`src/rtl/ref_gate_pkg.sv`:
```
// ref_gate_pkg
//   Shared definitions for the reference gate generator: FSM state encoding,
//   default widths and the minimum low time between consecutive gates.
//   No ports.
package ref_gate_pkg;

    localparam int LEN_W_DEF = 16;
    localparam int NUM_W_DEF = 8;

    // Shortest low time between two gates, so adjacent pulses never merge.
    localparam int MIN_GAP = 1;

    typedef enum logic [1:0] {
        IDLE    = 2'd0,
        GATE_HI = 2'd1,
        GATE_LO = 2'd2,
        DONE    = 2'd3
    } gate_state_t;

endpackage

```
`src/rtl/ref_gate_sync2.sv`:
```
// ref_gate_sync2
//   Two-flop level synchronizer into the clk domain, asynchronously reset.
//   Ports:
//     clk  in   destination clock
//     rst  in   asynchronous active-high reset, clears both flops
//     d    in   asynchronous level
//     q    out  synchronized level, two clk edges behind d
module ref_gate_sync2
    import ref_gate_pkg::*;
(
    input  logic clk,
    input  logic rst,
    input  logic d,
    output logic q
);

    logic meta;

    always_ff @(posedge clk or posedge rst) begin
        if (rst) begin
            meta <= 1'b0;
            q    <= 1'b0;
        end else begin
            meta <= d;
            q    <= meta;
        end
    end

endmodule

```
`src/rtl/ref_gate_generator.sv`:
```
// ref_gate_generator
//   Source of the oscillator counter's measurement window. On a 4-phase
//   request it emits GATE_NUM registered high pulses of GATE_LEN REF_CLK
//   cycles, separated by max(GAP_LEN,1) low cycles, then acknowledges.
//
//   Build option: REF_GATE_SYNC_EN -- when defined, START_REQ and ABORT pass
//   through 2-flop synchronizers (2 extra cycles of latency); when undefined
//   they must already be synchronous to REF_CLK.
//
//   Ports:
//     REF_CLK    in   block clock, rising edge
//     OPB_RST    in   asynchronous active-high reset
//     START_REQ  in   4-phase request level
//     ABORT      in   level, ends a running burst early
//     GATE_LEN   in   gate high length (cycles), latched at request
//     GAP_LEN    in   low length between gates (cycles), latched at request
//     GATE_NUM   in   gates per burst, latched at request
//     GATE       out  registered gate to the counter enable
//     BUSY       out  burst in progress
//     ACK        out  4-phase acknowledge
//     ABORTED    out  last burst was ended by ABORT
//     GATE_IDX   out  gates completed in the current or last burst
module ref_gate_generator
    import ref_gate_pkg::*;
#(
    parameter int LEN_W = LEN_W_DEF,
    parameter int NUM_W = NUM_W_DEF
) (
    input  logic             REF_CLK,
    input  logic             OPB_RST,
    input  logic             START_REQ,
    input  logic             ABORT,
    input  logic [LEN_W-1:0] GATE_LEN,
    input  logic [LEN_W-1:0] GAP_LEN,
    input  logic [NUM_W-1:0] GATE_NUM,
    output logic             GATE,
    output logic             BUSY,
    output logic             ACK,
    output logic             ABORTED,
    output logic [NUM_W-1:0] GATE_IDX
);

    localparam logic [LEN_W-1:0] ONE_L = LEN_W'(1);
    localparam logic [LEN_W-1:0] GAP_MIN_L = LEN_W'(MIN_GAP);

    // Counter preload for the low phase: GAP_LEN forced up to MIN_GAP.
    function automatic logic [LEN_W-1:0] gap_load(input logic [LEN_W-1:0] gap);
        logic [LEN_W-1:0] g;
        g = (gap < GAP_MIN_L) ? GAP_MIN_L : gap;
        return g - ONE_L;
    endfunction

    gate_state_t      state, state_n;
    logic [LEN_W-1:0] len_l, len_l_n;
    logic [LEN_W-1:0] gap_l, gap_l_n;
    logic [NUM_W-1:0] num_l, num_l_n;
    logic [LEN_W-1:0] cnt, cnt_n;
    logic [NUM_W-1:0] idx_n;
    logic             gate_n, busy_n, ack_n, aborted_n;
    logic             armed, armed_n;
    logic             req_s, abort_s, warm_ok;
    logic [NUM_W:0]   idx_inc;
    logic             more_gates;

`ifdef REF_GATE_SYNC_EN
    // The synchronizers read 0 for two edges after reset regardless of
    // START_REQ; warm blocks re-arming until their output is meaningful,
    // otherwise a request held across reset would restart the burst.
    logic [1:0] warm;

    ref_gate_sync2 u_req_sync (
        .clk (REF_CLK),
        .rst (OPB_RST),
        .d   (START_REQ),
        .q   (req_s)
    );

    ref_gate_sync2 u_abort_sync (
        .clk (REF_CLK),
        .rst (OPB_RST),
        .d   (ABORT),
        .q   (abort_s)
    );

    always_ff @(posedge REF_CLK or posedge OPB_RST) begin
        if (OPB_RST) warm <= 2'b00;
        else         warm <= {warm[0], 1'b1};
    end

    assign warm_ok = warm[1];
`else
    assign req_s   = START_REQ;
    assign abort_s = ABORT;
    assign warm_ok = 1'b1;
`endif

    assign idx_inc    = {1'b0, GATE_IDX} + {{NUM_W{1'b0}}, 1'b1};
    assign more_gates = idx_inc < {1'b0, num_l};

    always_ff @(posedge REF_CLK or posedge OPB_RST) begin
        if (OPB_RST) begin
            state    <= IDLE;
            len_l    <= '0;
            gap_l    <= '0;
            num_l    <= '0;
            cnt      <= '0;
            armed    <= 1'b0;
            GATE     <= 1'b0;
            BUSY     <= 1'b0;
            ACK      <= 1'b0;
            ABORTED  <= 1'b0;
            GATE_IDX <= '0;
        end else begin
            state    <= state_n;
            len_l    <= len_l_n;
            gap_l    <= gap_l_n;
            num_l    <= num_l_n;
            cnt      <= cnt_n;
            armed    <= armed_n;
            GATE     <= gate_n;
            BUSY     <= busy_n;
            ACK      <= ack_n;
            ABORTED  <= aborted_n;
            GATE_IDX <= idx_n;
        end
    end

    // All outputs are computed here one cycle ahead and registered, so GATE
    // leaves a flop and the counter sees a clean enable.
    always_comb begin
        state_n   = state;
        len_l_n   = len_l;
        gap_l_n   = gap_l;
        num_l_n   = num_l;
        cnt_n     = cnt;
        gate_n    = GATE;
        busy_n    = BUSY;
        ack_n     = ACK;
        aborted_n = ABORTED;
        idx_n     = GATE_IDX;
        // A request is accepted only after req_s has been seen low since
        // reset, so a request interrupted by reset must drop and rise again.
        armed_n   = armed | (~req_s & warm_ok);

        unique case (state)
            IDLE: begin
                gate_n = 1'b0;
                busy_n = 1'b0;
                if (req_s && !ACK && armed) begin
                    len_l_n   = GATE_LEN;
                    gap_l_n   = GAP_LEN;
                    num_l_n   = GATE_NUM;
                    aborted_n = 1'b0;
                    idx_n     = '0;
                    if (GATE_LEN == '0 || GATE_NUM == '0) begin
                        state_n = DONE;
                    end else begin
                        state_n = GATE_HI;
                        gate_n  = 1'b1;
                        busy_n  = 1'b1;
                        cnt_n   = GATE_LEN - ONE_L;
                    end
                end
            end

            GATE_HI: begin
                if (abort_s) begin
                    // Abort beats a coinciding last cycle: no increment.
                    state_n   = DONE;
                    gate_n    = 1'b0;
                    busy_n    = 1'b0;
                    aborted_n = 1'b1;
                end else if (cnt == '0) begin
                    idx_n  = idx_inc[NUM_W-1:0];
                    gate_n = 1'b0;
                    if (more_gates) begin
                        state_n = GATE_LO;
                        cnt_n   = gap_load(gap_l);
                    end else begin
                        state_n = DONE;
                        busy_n  = 1'b0;
                    end
                end else begin
                    cnt_n = cnt - ONE_L;
                end
            end

            GATE_LO: begin
                if (abort_s) begin
                    state_n   = DONE;
                    gate_n    = 1'b0;
                    busy_n    = 1'b0;
                    aborted_n = 1'b1;
                end else if (cnt == '0) begin
                    state_n = GATE_HI;
                    gate_n  = 1'b1;
                    cnt_n   = len_l - ONE_L;
                end else begin
                    cnt_n = cnt - ONE_L;
                end
            end

            DONE: begin
                gate_n = 1'b0;
                busy_n = 1'b0;
                // ACK rises one cycle after entry, then waits for req_s low.
                if (!ACK) begin
                    ack_n = 1'b1;
                end else if (!req_s) begin
                    ack_n   = 1'b0;
                    state_n = IDLE;
                end
            end

            default: begin
                state_n = IDLE;
                gate_n  = 1'b0;
                busy_n  = 1'b0;
                ack_n   = 1'b0;
            end
        endcase
    end

endmodule

```
`config.mk`:
```
export PLATFORM = sky130hd
export DESIGN_NAME = ref_gate_generator
export DESIGN_NICKNAME = d
export VERILOG_FILES = /design/src/rtl/ref_gate_pkg.sv /design/src/rtl/ref_gate_sync2.sv /design/src/rtl/ref_gate_generator.sv
export SDC_FILE = /design/constraint.sdc
export NUM_CORES = 1
export LEC_CHECK = 0
export ABC_AREA = 1
export BUFFER_PORTS_ARGS = -buffer_cell sky130_fd_sc_hd__buf_2
export CAP_MARGIN = 25
export CORE_MARGIN = 3
export CORE_UTILIZATION = 40
export DETAILED_ROUTE_END_ITERATION = 8
export PLACE_DENSITY_LB_ADDON = 0.1
export SETUP_SLACK_MARGIN = 0.15
export SYNTH_ARGS = -nofsm -noshare
export SYNTH_HDL_FRONTEND = slang
export SYNTH_SLANG_ARGS = --single-unit
export TNS_END_PERCENT = 50
```
`constraint.sdc`:
```
create_clock -name REF_CLK -period 4.32 [get_ports REF_CLK]
set_clock_uncertainty 0.2 [all_clocks]
set_input_delay 0.432 -clock REF_CLK [delete_from_list [all_inputs] [get_ports REF_CLK]]
set_output_delay 0.432 -clock REF_CLK [all_outputs]
set_load 0.03 [all_outputs]
```
# == Word level (Yosys, flattened, before mapping) ==
# Cells that the tools add are included.
# word_totals
ff_bits,71
input_bits,44
out_inout_bits,12
elab_cells,95
# classes
addsub,5
n_lt_le_gt_ge,2
eq_ne,16
n_mux,40
n_bitwise,2
reduce_logical,19
# ops
cell,n
$mux W16,8
$sub A16 B1 Y16 const B,4
$pmux W16 S3,1
$logic_not A16 Y1,2
$mux W8,3
$lt A16 B1 Y1 const B,1
$mux W2,8
$ne A2 B2 Y1 const B,8
$pmux W8 S2,1
$mux W1,15
$ne A3 B3 Y1 const B,4
$add A8 B1 Y9 const B,1
$lt A9 B8 Y1,1
$logic_not A8 Y1,1
$pmux W1 S4,2
$pmux W2 S4,1
$reduce_and A3 Y1,2
$reduce_and A6 Y1,1
$reduce_and A5 Y1,1
$eq A2 B2 Y1 const B,2
$reduce_and A2 Y1,2
$reduce_and A4 Y1,1
$reduce_bool A2 Y1,2
$reduce_bool A3 Y1,1
10 further kinds,11

# == Depth between registers and ports, before layout ==
# depth
ltp_word,7
ltp_mapped,18
depth_no_buf,17

# == Worst setup path after synthesis ==
# OpenSTA, ideal clock, no wires.
# synth_timing
path_type,reg2reg
from,register GATE_IDX[0]
to,register cnt[0]
setup_ns,0.120
arrival_time_ns,2.468
required_ns,4.000
setup_slack_ns,1.532
path_stages_with_launch,18
n_path_buf,1
synth_period_minus_slack_ns,2.788
cell_sequence,dfrtp_1 ha_1 nand2_2 nor2_4 nand3_1 xor2_1 inv_1 ha_1 nand2_1 nand3b_1 nand3b_1 nand2_2 nand2_2 nand2_4 inv_4 buf_6 nand2_1 o21ai_2
# synth_via
elab_chain_len,4
# synth_lines
item,line,rtl
"start, declared",ref_gate_generator.sv:40,output logic [NUM_W-1:0] GATE_IDX
"start signal, assigned",ref_gate_generator.sv:124,GATE_IDX <= idx_n;
$add A8 B1 Y9,ref_gate_generator.sv:97,"assign idx_inc = {1'b0, GATE_IDX} + {{NUM_W{1'b0}}, 1'b1};"
$lt A9 B8 Y1,ref_gate_generator.sv:98,"assign more_gates = idx_inc < {1'b0, num_l};"
$ne A3 B3 Y1 (no source line),-,
$reduce_and A6 Y1 (no source line),-,
"end signal, assigned",ref_gate_generator.sv:118,cnt <= cnt_n;
"end, declared",ref_gate_generator.sv:57,"logic [LEN_W-1:0] cnt, cnt_n;"
# No other way between the ends.
# A chain may end at the register's enable or synchronous reset.

# == Final worst setup path ==
# layout_timing
from,register GATE_IDX[0]
to,register cnt[8]
# Same word-level chain as after synthesis.

==> impl_metrics.toml <==
[status]
status = "finished clean"

[layout]
syn_to_final_growth_pct = 13.5
fin_util = 0.472
drive_above_1_share = 0.142
num-nets-final = 924
final_cell_area_sq_um = 6080
antenna_cells = 0

[setup_path]
end_kind = "flip-flop"
path_max_fanout = 20
slowest_delay_ns = 0.42
cp_common_cell = "nand2_2"
cp-start-kind = "flip-flop"
slowest_stage = "dfrtp_1"
path_cells = "ha_1, nand2_2, nor2_4, nand3_1, xor2_1, inv_1, ha_1, nand2_1, nand3b_1, nand3b_1, nand2_2, nand2_2, nand2_4, inv_4, nand2_1, o21ai_2"
worst-path-buf-inv = 2
crit_family = "simple AND/OR/NAND/NOR gates"
critPathRequiredTime_ns = 4.36
critPathArrivalTime_ns = 2.91
critical_path_class = "reg2reg"

[run]
maxCapViolations = 0

[synthesis]
netlist_area_sq_um = 5360
syn_avg_cell_area_sq_um = 6.58
synthTopCellsByArea = "dfrtp_1 33%, nand2_1 17%, nand3_1 7.2%, inv_1 7.0%, o21ai_0 6.2%"
synth_compound_area_frac = 0.122
ys_async_sr_fraction = 1.00
synth_top_area_share = 0.332
synth_top_family_by_area = "simple AND/OR/NAND/NOR gates"
syn_inst = 814
ys_types = 44
ys.flop_type = "dfrtp_1"
synth_xor_area_frac = 0.0294
synth_most_common_cell = "nand2_1"
synthAdderAreaFrac = 0.0420
synth_warnings = 0
synth_edf_count = 0
yosys-mux-area-fraction = 0
synth_top_cell_by_area = "dfrtp_1"
synth_seq_cells = 71
yosysSeqAreaShare = 0.332
synth_fp_nets = 876
synth-simple-area-share = 0.380
ys_top_cells_by_count = "249 x nand2_1, 100 x inv_1, 83 x nor2_1"

[clock_tree]
cts_num_sinks = 71
cts_setup_buffers = 0
clockBufferDepth = 2
cts_tree = "built"
cts_buffers = 9
post_cts_resized = 0
cts_root_buf = "clkbuf_16"
htreeDepth = 3
clk_latency_ns = 0.35
path_clk_slew_ns = 0.06

[placement]
gp_congestion = 0.881
hpwl_um = 12200
portBuffers = 55
dpl_cell_area_sq_um = 5760

[floorplan]
ioPinCount = 56
die_area_sq_um = 14800
fp.dieW_um = 122
die_h_um = 122
fp-row-count = 41
core_sq_um = 12900
start_util = 0.416

[timing]
grt_setup_unrepaired = "false"
period_needed_ns = 2.87
slew_headroom = 0.463
slew_viol_final = 0
hold_violations = 0
setup_violations = 0
hold_slack_ns = 0.0818
timing.fmax_ghz = 0.349
setup_tns_ns = 0
period_share = 0.664
worstMarginPinSlew_ns = 0.806

[global_routing]
grt_pass1_vias = 5207
grtUsageTotal = 0.226
antenna_found_initial = 0
globalRouteOverflowTotal = 0
grt_max_degree = 72
grt_pass1_wl_um = 26200

[min_path]
hp-class = "in2reg"

[drt]
num_vias = 5328
routedWlPerCell_um = 15.1
first_iter_violations = 448
viasPerCell = 5.13
ant_nets = 0
drc = 0
drt_wl_total_um = 15700
firstDrtPassIters = 6

[pwr]
p_comb_frac = 0.555
p_per_area_nw_per_um2 = 771
seqPwrFrac = 0.274
switchingPower_uw = 2370
power.leakage_uw = 0.00303
clkPwrFrac = 0.171
p_int_uw = 2330
ir_worst_vdd_mv = 0.349
p_sw_frac = 0.504
## registers in the layout, indices dropped and copies added, names as in the netlist
signal    count
ACK           1
GATE_IDX      8
BUSY          1
GATE          1
state         2
cnt          16
ABORTED       1
len_l        16
gap_l        16
num_l         8
armed         1
## through the flow
stage	worst slack (ns)	power, uW	instances
floorplan	1.53	3260	814
global placement	1.55	3850	1022
detailed placement	1.47	3880	1022
CTS	1.45	4710	1039
global route	1.15	5180	1039
finish	1.45	4690	1039
## tightest hold or removal path: cells and delay by family
| family | cells | cell delay [ns] |
|---|---|---|
| AND/OR/NAND/NOR | 2 | 0.09 |
| buffers and inverters | 1 | 0.08 |
## final cells by class
type                            count  area, sq um
Clock buffer                       10          229
Inverter                          105          397
Clock inverter                      6         85.1
Fill cell                        1365         6790
Tap cell                          172          215
Timing Repair Buffer               58          300
Multi-Input combinational cell    617         3080
Sequential cell                    71         1780
## cell usage in the layout (no fill, tap or decap), drive strengths merged, types with 2 or more instances in the layout
master	n
nand4	9
nand3b	4
nor3	10
a21oi	23
clkinvlp	2
dfrtp	71
a31oi	2
a22o	2
nand3	77
xor2	13
o21ai	84
xnor2	5
inv	105
nor4	2
ha	18
nor2	104
buf	57
clkinv	2
bufinv	2
clkbuf	10
and2	2
nand2	255
## power by group through the flow
stage | Clock [uW] | Sequential (uW) | Combinational, uW
final | 803 | 1280 | 2600
after global routing | 846 | 1340 | 3000
after CTS | 818 | 1280 | 2610
after detailed placement | 0 | 1290 | 2590
after global placement | 0 | 1290 | 2570
after floorplan | 0 | 1300 | 1960
## layer usage
layer | vias up | wire [um] | track usage | part of all wire
li1 | 2698 | - | - | -
met1 | 2433 | 7210 | 0.308 | 0.46
met2 | 176 | 7150 | 0.358 | 0.46
met3 | 21 | 1010 | 0.0529 | 0.065
met4 | 0 | 281 | 0.0651 | 0.018
met5 | - | 0 | 0 | 0
## kinds of logic (layout without fill, tap and decap cells)
group | count (synthesis) | after routing
buffers and inverters | 126 | 179
adders and majority gates | 18 | 18
DFF | 71 | 71
and+or+nand+nor | 465 | 465
AOI/OAI and AO/OA | 116 | 116
xor gates and xnor gates | 18 | 18
## final timing paths
path | startpoint | to | slack [ns] | cells past startpoint
max | GATE_IDX[0]$_DFFE_PP0P_ | cnt[8]$_DFFE_PP0P_ | 1.45 | 16
min | GAP_LEN[13] | gap_l[13]$_DFFE_PP0P_ | 0.08 | 3
max reg2reg | GATE_IDX[0]$_DFFE_PP0P_ | cnt[8]$_DFFE_PP0P_ | 1.45 | 16
min reg2reg | armed$_DFF_PP0_ | armed$_DFF_PP0_ | 0.26 | 2
max in group asynchronous | OPB_RST | cnt[1]$_DFFE_PP0P_ | 2.50 | 4
min in group asynchronous | OPB_RST | GATE_IDX[1]$_DFFE_PP0P_ | 0.34 | 3
## timing repair
item / 4_1_cts / 5_1_grt
hold buffers: 1 / 0
setup endpoints to repair: 0 / 0
hold endpoints to repair: 11 / 0
(Power assumes the default switching activity.)
